File: config.mk
export PLATFORM = sky130hd
export DESIGN_NAME = id_ex_stage
export DESIGN_NICKNAME = d
export VERILOG_FILES = /design/src/rtl/id_ex_stage.sv
export SDC_FILE = /design/constraint.sdc
export NUM_CORES = 1
export LEC_CHECK = 0
export CORE_AREA = 2 2 142 144
export CTS_BUF_LIST = sky130_fd_sc_hd__clkbuf_16
export CTS_CLUSTER_DIAMETER = 120
export CTS_CLUSTER_SIZE = 12
export DETAILED_ROUTE_END_ITERATION = 8
export DIE_AREA = 0 0 144 146
export HOLD_SLACK_MARGIN = 0.06
export PLACE_DENSITY = 0.76
export SETUP_SLACK_MARGIN = 0.05
export SLEW_MARGIN = 20
export SYNTH_ARGS = -nofsm -noshare
export SYNTH_HDL_FRONTEND = slang
export SYNTH_SLANG_ARGS = --single-unit
export TNS_END_PERCENT = 100
File: constraint.sdc
create_clock -name clk -period 7.74 [get_ports clk]
set_input_delay 1.161 -clock clk [delete_from_list [all_inputs] [get_ports clk]]
set_output_delay 1.161 -clock clk [all_outputs]
set_load 0.01 [all_outputs]
File: src/rtl/id_ex_stage.sv
// ID/EX pipeline register with load-use hazard detection, bubble insertion,
// flush/hold handling and a saturating count of hazard bubbles.
module id_ex_stage #(
    parameter int DATA_W = 32,
    parameter int REG_W  = 5
) (
    input  logic              clk,
    input  logic              reset,
    input  logic              id_valid,
    input  logic [DATA_W-1:0] id_PC,
    input  logic [DATA_W-1:0] id_RD1,
    input  logic [DATA_W-1:0] id_RD2,
    input  logic [DATA_W-1:0] id_ImmG,
    input  logic [REG_W-1:0]  id_rs1,
    input  logic [REG_W-1:0]  id_rs2,
    input  logic [REG_W-1:0]  id_rd,
    input  logic              id_use_rs1,
    input  logic              id_use_rs2,
    input  logic [1:0]        id_ALUOp,
    input  logic [2:0]        id_Funct3,
    input  logic [6:0]        id_Funct7,
    input  logic [5:0]        id_ctrl,
    input  logic              flush,
    input  logic              ex_hold,
    output logic              ex_valid,
    output logic [DATA_W-1:0] ex_PC,
    output logic [DATA_W-1:0] ex_RD1,
    output logic [DATA_W-1:0] ex_RD2,
    output logic [DATA_W-1:0] ex_ImmG,
    output logic [REG_W-1:0]  ex_rs1,
    output logic [REG_W-1:0]  ex_rs2,
    output logic [REG_W-1:0]  ex_rd,
    output logic [1:0]        ex_ALUOp,
    output logic [2:0]        ex_Funct3,
    output logic [6:0]        ex_Funct7,
    output logic [5:0]        ex_ctrl,
    output logic              stall,
    output logic [31:0]       bubble_cnt
);

    // id_ctrl / ex_ctrl = {RegWrite, MemRead, MemWrite, MemtoReg, ALUSrc, Branch}
    localparam int MEM_READ_BIT = 4;

    typedef struct packed {
        logic              valid;
        logic [DATA_W-1:0] pc;
        logic [DATA_W-1:0] rd1;
        logic [DATA_W-1:0] rd2;
        logic [DATA_W-1:0] imm;
        logic [REG_W-1:0]  rs1;
        logic [REG_W-1:0]  rs2;
        logic [REG_W-1:0]  rd;
        logic [1:0]        alu_op;
        logic [2:0]        funct3;
        logic [6:0]        funct7;
        logic [5:0]        ctrl;
    } ex_stage_t;

    ex_stage_t   stage_d;
    ex_stage_t   stage_q;
    logic [31:0] bubble_cnt_d;
    logic [31:0] bubble_cnt_q;
    logic        rs1_match;
    logic        rs2_match;
    logic        hazard;

    always_comb begin
        rs1_match = id_use_rs1 && (id_rs1 == stage_q.rd);
        rs2_match = id_use_rs2 && (id_rs2 == stage_q.rd);
        hazard    = id_valid && stage_q.valid && stage_q.ctrl[MEM_READ_BIT]
                    && (stage_q.rd != '0) && (rs1_match || rs2_match);
        stall     = ex_hold || (hazard && !flush);
    end

    // Flush beats hold so a taken branch still kills the instruction in EX;
    // an all-zero bubble decodes as ALUOp=00 (ADD) with no side effects.
    always_comb begin
        stage_d      = stage_q;
        bubble_cnt_d = bubble_cnt_q;
        if (flush) begin
            stage_d = '0;
        end else if (ex_hold) begin
            stage_d = stage_q;
        end else if (hazard) begin
            stage_d = '0;
            if (bubble_cnt_q != 32'hFFFF_FFFF) begin
                bubble_cnt_d = bubble_cnt_q + 32'd1;
            end
        end else begin
            stage_d.valid  = id_valid;
            stage_d.pc     = id_PC;
            stage_d.rd1    = id_RD1;
            stage_d.rd2    = id_RD2;
            stage_d.imm    = id_ImmG;
            stage_d.rs1    = id_rs1;
            stage_d.rs2    = id_rs2;
            stage_d.rd     = id_rd;
            stage_d.alu_op = id_ALUOp;
            stage_d.funct3 = id_Funct3;
            stage_d.funct7 = id_Funct7;
            stage_d.ctrl   = id_valid ? id_ctrl : 6'd0;
        end
    end

    always_ff @(posedge clk or posedge reset) begin
        if (reset) begin
            stage_q      <= '0;
            bubble_cnt_q <= '0;
        end else begin
            stage_q      <= stage_d;
            bubble_cnt_q <= bubble_cnt_d;
        end
    end

    assign ex_valid   = stage_q.valid;
    assign ex_PC      = stage_q.pc;
    assign ex_RD1     = stage_q.rd1;
    assign ex_RD2     = stage_q.rd2;
    assign ex_ImmG    = stage_q.imm;
    assign ex_rs1     = stage_q.rs1;
    assign ex_rs2     = stage_q.rs2;
    assign ex_rd      = stage_q.rd;
    assign ex_ALUOp   = stage_q.alu_op;
    assign ex_Funct3  = stage_q.funct3;
    assign ex_Funct7  = stage_q.funct7;
    assign ex_ctrl    = stage_q.ctrl;
    assign bubble_cnt = bubble_cnt_q;

endmodule

==> flow_summary.yaml, run 1 <==
status:
  status: "finished clean"
synth:
  synth_top_area_cell: "dfrtp_1"
  avgSynthCellArea_sq_um: 13.8
  synthArstFlopShare_pct: 100
  syn_nets: 703
  synth-main-ff-cell: "dfrtp_1"
  synth_edf_count: 0
  ys_seq_area_share_pct: 65.7
  synthTopCellsByArea: "dfrtp_1 66%, a22o_1 19%, xor2_1 3.1%"
  synth_commonest_cells: "194 x dfrtp_1, 156 x a22o_1, 27 x clkbuf_1, 26 x xor2_1, 20 x nand2_1"
  yosysUniqueCellTypes: 30
  postSynthCellCount: 534
  netlist_area_sq_um: 7380
  yosys_warnings: 0
  synth-seq-cells: 194
  yosysMostFrequentCell: "dfrtp_1"
  synth.top_cell.area_share_pct: 65.7
clocking:
  numCtsBuffers: 17
  cts.sink_count: 194
  clock_path_buffers: 2
  cts-root-buf: "clkbuf_16"
  clkSlewWorstSetupHoldPaths_ns: 0.07
  ctsHtreeMaxLevel: 4
  clk_latency_ns: 0.42
  cts_tree: "yes"
  cts_hold_buf: 0
  post-cts-setup-buffer-count: 0
  ctsResizeCount: 0
min_path:
  worst_hold_path_type: "register to register"
place:
  dp_hpwl_um: 15600
  io_buffer_count: 362
  place_congestion: 0.854
power:
  ir_drop_mv: 0.138
  powerDensity_nw_per_um2: 191
  total_leakage_power_nw: 5.27
  power_mw: 2.25
floorplan:
  dieArea_sq_um: 21000
  initial_core_util_pct: 38.2
  fp-row-count: 51
  core-area_sq_um: 19300
  dieWidth_um: 144
  boundaryPins: 363
  fp.dieH_um: 146
worst_setup_path:
  startpoint_type: "primary input"
  cp_max_fo: 2
  crit_chain: "clkdlybuf4s50_1 > xnor2_1 > nand4_1 > o22ai_1 > nand2_1 > o21bai_1 > clkdlybuf4s50_1"
  critical_path.endpoint_type: "output pin"
  required_ns: 6.58
  path_class: "primary input to output pin"
  cp_data_arrival_time_ns: 3.11
  crit_slowest_cell: "clkdlybuf4s50_1"
  cp_slowest_stage_delay_ns: 0.59
  critPathMostFrequentCell: "clkdlybuf4s50_1"
grt:
  grt_pass1_wl_um: 34100
  use_met2_pct: 34.8
  gr-usage-all-layers_pct: 21.0
  grt_max_degree: 119
  grt.overflow.total: 0
  grtUsageMet1_pct: 25.4
  grt_pass1_vias: 5964
  top_usage_layer: "met2"
  gr-usage-met3_pct: 6.15
  antenna_found_initial: 1
finish:
  final_net_count: 1048
  multi_input_area_sq_um: 2340
  seq_area_sq_um: 4850
  drive_gt1_share_pct: 4.82
  filler_cell_count: 1568
  syn_to_final_growth_pct: 59.3
detailed_routing:
  detailedRoute.firstPassIterationCount: 4
  vias_per_cell: 5.09
  drc: 0
  wl_um: 22300
  ant_nets: 0
  initialDrtViolationCount: 298
  vias: 5896
  wl_per_cell_um: 19.2
timing:
  finClkSkew_ns: 0.0126
  worst_pin_slew_ns: 0.954
  fin_setup_tns_ns: 0
  finalCritPeriodShare_pct: 55.2
  final_max_slew_viol_count: 0
  rsz0062_at_grt: "false"
  finalSetupViolCount: 0
  fin_crit_ns: 4.27
  hold_viol_final: 0
  fmax_ghz: 0.234
  slew_headroom_pct: 36.4
flow_run:
  max_cap_violations: 0
-- layout by cell type, fill, tap and decap left out, drive strengths merged, types with 2 or more instances in the layout --
cell	count
nor3	12
or4	2
inv	12
clkbuf	17
nor4	9
buf	4
dfrtp	194
a22o	156
and2	3
nand3	9
nand2	20
nand4	10
clkinv	3
clkinvlp	4
and3	3
nor2	14
clkdlybuf4s50	362
and4	3
xnor2	15
xor2	26
a32o	6
-- where the power goes --
group / switching [mW] / internal [mW] / total [mW]
registers: 0.0286 / 1.06 / 1.09
clock network: 0.395 / 0.448 / 0.843
logic: 0.124 / 0.191 / 0.315
-- cell type report --
type	instances	share of cell area, %
Multi-Input combinational cell	295	19.9
Clock inverter	15	1.15
Inverter	5	0.223
Antenna cell	1	0.0213
Sequential cell	194	41.3
Clock buffer	17	3.62
Timing Repair Buffer	366	31.1
Tap cell	265	2.82
-- sequential cells by signal (all words and copies together) (netlist names) --
signal,cells
ex_rs1,5
ex_valid,1
ex_rs2,5
ex_ALUOp,2
ex_RD2,32
ex_Funct7,7
ex_RD1,32
ex_PC,32
ex_ctrl,6
ex_Funct3,3
ex_rd,5
bubble_cnt,32
ex_ImmG,32
-- per-layer routing --
layer | wire length, um | vias up
met1 | 8830 | 2906
met2 | 10900 | 242
met4 | 657 | 0
li1 | - | 2709
met5 | 0 | -
met3 | 1910 | 39
-- final timing paths --
| path | to | from | slack [ns] | depth (start not counted) |
|---|---|---|---|---|
| worst max-delay path | stall | id_rs1[4] | 3.47 | 7 |
| worst min-delay path | bubble_cnt[5]$_DFFE_PP0P_ | bubble_cnt[5]$_DFFE_PP0P_ | 0.49 | 1 |
| worst max register to register | ex_ctrl[2]$_DFFE_PP0P_ | ex_rd[2]$_DFFE_PP0P_ | 4.78 | 7 |
| worst min register to register | bubble_cnt[5]$_DFFE_PP0P_ | bubble_cnt[5]$_DFFE_PP0P_ | 0.49 | 1 |
| max in group asynchronous | ex_RD1[16]$_DFFE_PP0P_ | reset | 4.92 | 3 |
| min in group asynchronous | ex_RD1[6]$_DFFE_PP0P_ | reset | 1.27 | 2 |
-- through the flow --
step           worst slack [ns]  util [%]  instances  area [sq um]  hold WS [ns]
2_1_floorplan              1.30         -        534          7380         0.522
3_3_place_gp               3.54      57.9       1125         11200         0.483
3_5_place_dp               3.49      57.9       1125         11200         0.483
4_1_cts                    3.48      60.8       1157         11800         0.496
5_1_grt                    3.34      60.8       1158         11800         0.515
6_report                   3.47      60.8       1158         11800         0.491
-- cells by family after synthesis --
kind of cell | after synthesis | synth area share, %
muxes | 1 | 0.152
adders and majority gates | 1 | 0.169
xor gates and xnor gates | 41 | 4.86
DFF | 194 | 65.7
buffers and inverters | 45 | 2.76
AOI/OAI and AO/OA | 165 | 19.6
and+or+nand+nor | 87 | 6.74
-- critical path, delay by kind of cell --
kind / cells / cell delay, ns
AO/OA/AOI/OAI: 2 / 0.48
buffers and inverters: 2 / 1.10
AND/OR/NAND/NOR: 2 / 0.23
XOR/XNOR: 1 / 0.14
No activity file was read; power rests on OpenSTA's default activity.
==> run 2: changes to the inputs <==
CORE_AREA = not set   (was 2 2 142 144)
CORE_MARGIN = 2   (was not set)
CORE_UTILIZATION = 37   (was not set)
DIE_AREA = not set   (was 0 0 144 146)
PLACE_DENSITY = 0.77   (was 0.76)
clock period = 3.5 ns   (was 7.74 ns; I/O delays follow)
==> run 2 against run 1 <==
  * Worst hold slack gained 0.010 ns
  * Largest power group unchanged
  * Design area grew 0.90%
  * Die area grew 0.38%
  * Register-to-register slack lost 3.7 ns
  * Clock skew grew 0.015 ns
  * Wire length grew 4.5%
==> flow_summary.yaml, run 2 (synthesis results as in run 1) <==
detailed_routing:
  drc: 0
  vias_per_cell: 5.16
  initialDrtViolationCount: 216
  wl_per_cell_um: 20.0
  vias: 6006
  wl_um: 23300
  detailedRoute.firstPassIterationCount: 4
  ant_nets: 0
clocking:
  numCtsBuffers: 17
  cts-root-buf: "clkbuf_16"
  post-cts-setup-buffer-count: 0
  clk_latency_ns: 0.43
  clock_path_buffers: 2
  cts.sink_count: 194
  cts_tree: "yes"
  clkSlewWorstSetupHoldPaths_ns: 0.07
  ctsHtreeMaxLevel: 4
  cts_hold_buf: 0
  ctsResizeCount: 0
finish:
  fin_area_sq_um: 11900
  drive_gt1_share_pct: 5.57
  mostFrequentLayoutCells: "362 x clkdlybuf4s50_1, 194 x dfrtp_1, 156 x a22o_1"
  syn_to_final_growth_pct: 60.8
  filler_cell_count: 1629
  fin_cells: 1165
  seq_area_sq_um: 4850
  layout_commonest_cell: "clkdlybuf4s50_1"
  final_net_count: 1054
  multi_input_area_sq_um: 2340
place:
  io_buffer_count: 362
  place_congestion: 0.851
  dp_hpwl_um: 16900
  pre_cts_ws_ns: 0.440
  dp.cells: 1131
  placement.cell_area_sq_um: 11300
timing:
  finClkSkew_ns: 0.0278
  rsz0062_at_grt: "false"
  worst_pin_slew_ns: 0.833
  finalSetupViolCount: 0
  hold_viol_final: 0
  slew_headroom_pct: 44.4
  finalCritPeriodShare_pct: 88.1
  fmax_ghz: 0.324
  final_max_slew_viol_count: 0
  fin_setup_tns_ns: 0
  finalWorstSetupSlack_ns: 0.417
  fin_crit_ns: 3.08
floorplan:
  dieWidth_um: 145
  dieArea_sq_um: 21100
  core-area_sq_um: 19500
  fp.dieH_um: 145
  fp-row-count: 51
  boundaryPins: 363
  initial_core_util_pct: 37.8
power:
  powerDensity_nw_per_um2: 424
  total_leakage_power_nw: 5.32
  power_mw: 5.04
  ir_drop_mv: 0.269
worst_setup_path:
  startpoint_type: "primary input"
  critical_path.endpoint_type: "output pin"
  path_class: "primary input to output pin"
  cp_data_arrival_time_ns: 2.56
  cp_max_fo: 2
  required_ns: 2.97
grt:
  grt.overflow.total: 0
  grt_pass1_wl_um: 36400
  grt_pass1_vias: 6047
  antenna_found_initial: 2
  grt_max_degree: 99
  gr-usage-all-layers_pct: 21.9
status:
  status: "finished clean"
flow_run:
  max_cap_violations: 0
min_path:
  worst_hold_path_type: "register to register"
[run 2: cell count changes in the layout (fill, tap and decap cells not counted), sizes merged]
cell,before,now
buf,4,10
clkinv,3,5
clkinvlp,4,3
diode,1,2
inv,12,11
[run 2: worst max-delay path, stage by stage]
cell             delay [ns]
clkdlybuf4s50_1        0.54
xnor2_1                0.13
nand4_1                0.13
o22ai_1                0.37
nand2_1                0.12
o21bai_1               0.15
clkdlybuf4s50_1        0.58
[run 2: final cells by class]
cell class                      instances  area share, %
Sequential cell                       194           40.9
Timing Repair Buffer                  372           31.6
Multi-Input combinational cell        295           19.7
Clock buffer                           17           3.58
Tap cell                              265           2.79
Clock inverter                         15           1.24
Inverter                                5          0.190
Antenna cell                            2         0.0422
[run 2: where the power goes]
group | total, mW | internal (mW) | switching, mW
Clock | 1.91 | 1.01 | 0.908
Sequential | 2.41 | 2.34 | 0.0677
Combinational | 0.712 | 0.433 | 0.280
Total | 5.04 | 3.78 | 1.26
[run 2: routing by layer]
metal	vias to the layer above	GRT usage, %	part of all wire, %
met5	-	0	0
met1	3013	28.3	42
met2	244	35.7	49
met4	0	8.04	2.6
li1	2718	-	-
met3	31	5.60	6.6
[run 2: metrics by stage]
step	hold slack, ns	utilization (%)
floorplan	0.522	-
global placement	0.476	57.8
detailed placement	0.490	57.8
CTS	0.504	60.8
global route	0.515	60.8
finish	0.501	60.8
[run 2: worst paths after layout]
kind,endpoint,from,slack (ns),depth (start not counted)
worst min-delay path,ex_ctrl[1]$_DFFE_PP0P_,ex_ctrl[1]$_DFFE_PP0P_,0.50,1
min in group asynchronous,ex_ImmG[16]$_DFFE_PP0P_,reset,0.63,3
worst max register to register,ex_RD2[6]$_DFFE_PP0P_,ex_rd[0]$_DFFE_PP0P_,1.04,7
worst min register to register,ex_ctrl[1]$_DFFE_PP0P_,ex_ctrl[1]$_DFFE_PP0P_,0.50,1
worst max-delay path,stall,id_rs1[2],0.42,7
max in group asynchronous,ex_ctrl[4]$_DFFE_PP0P_,reset,2.44,3
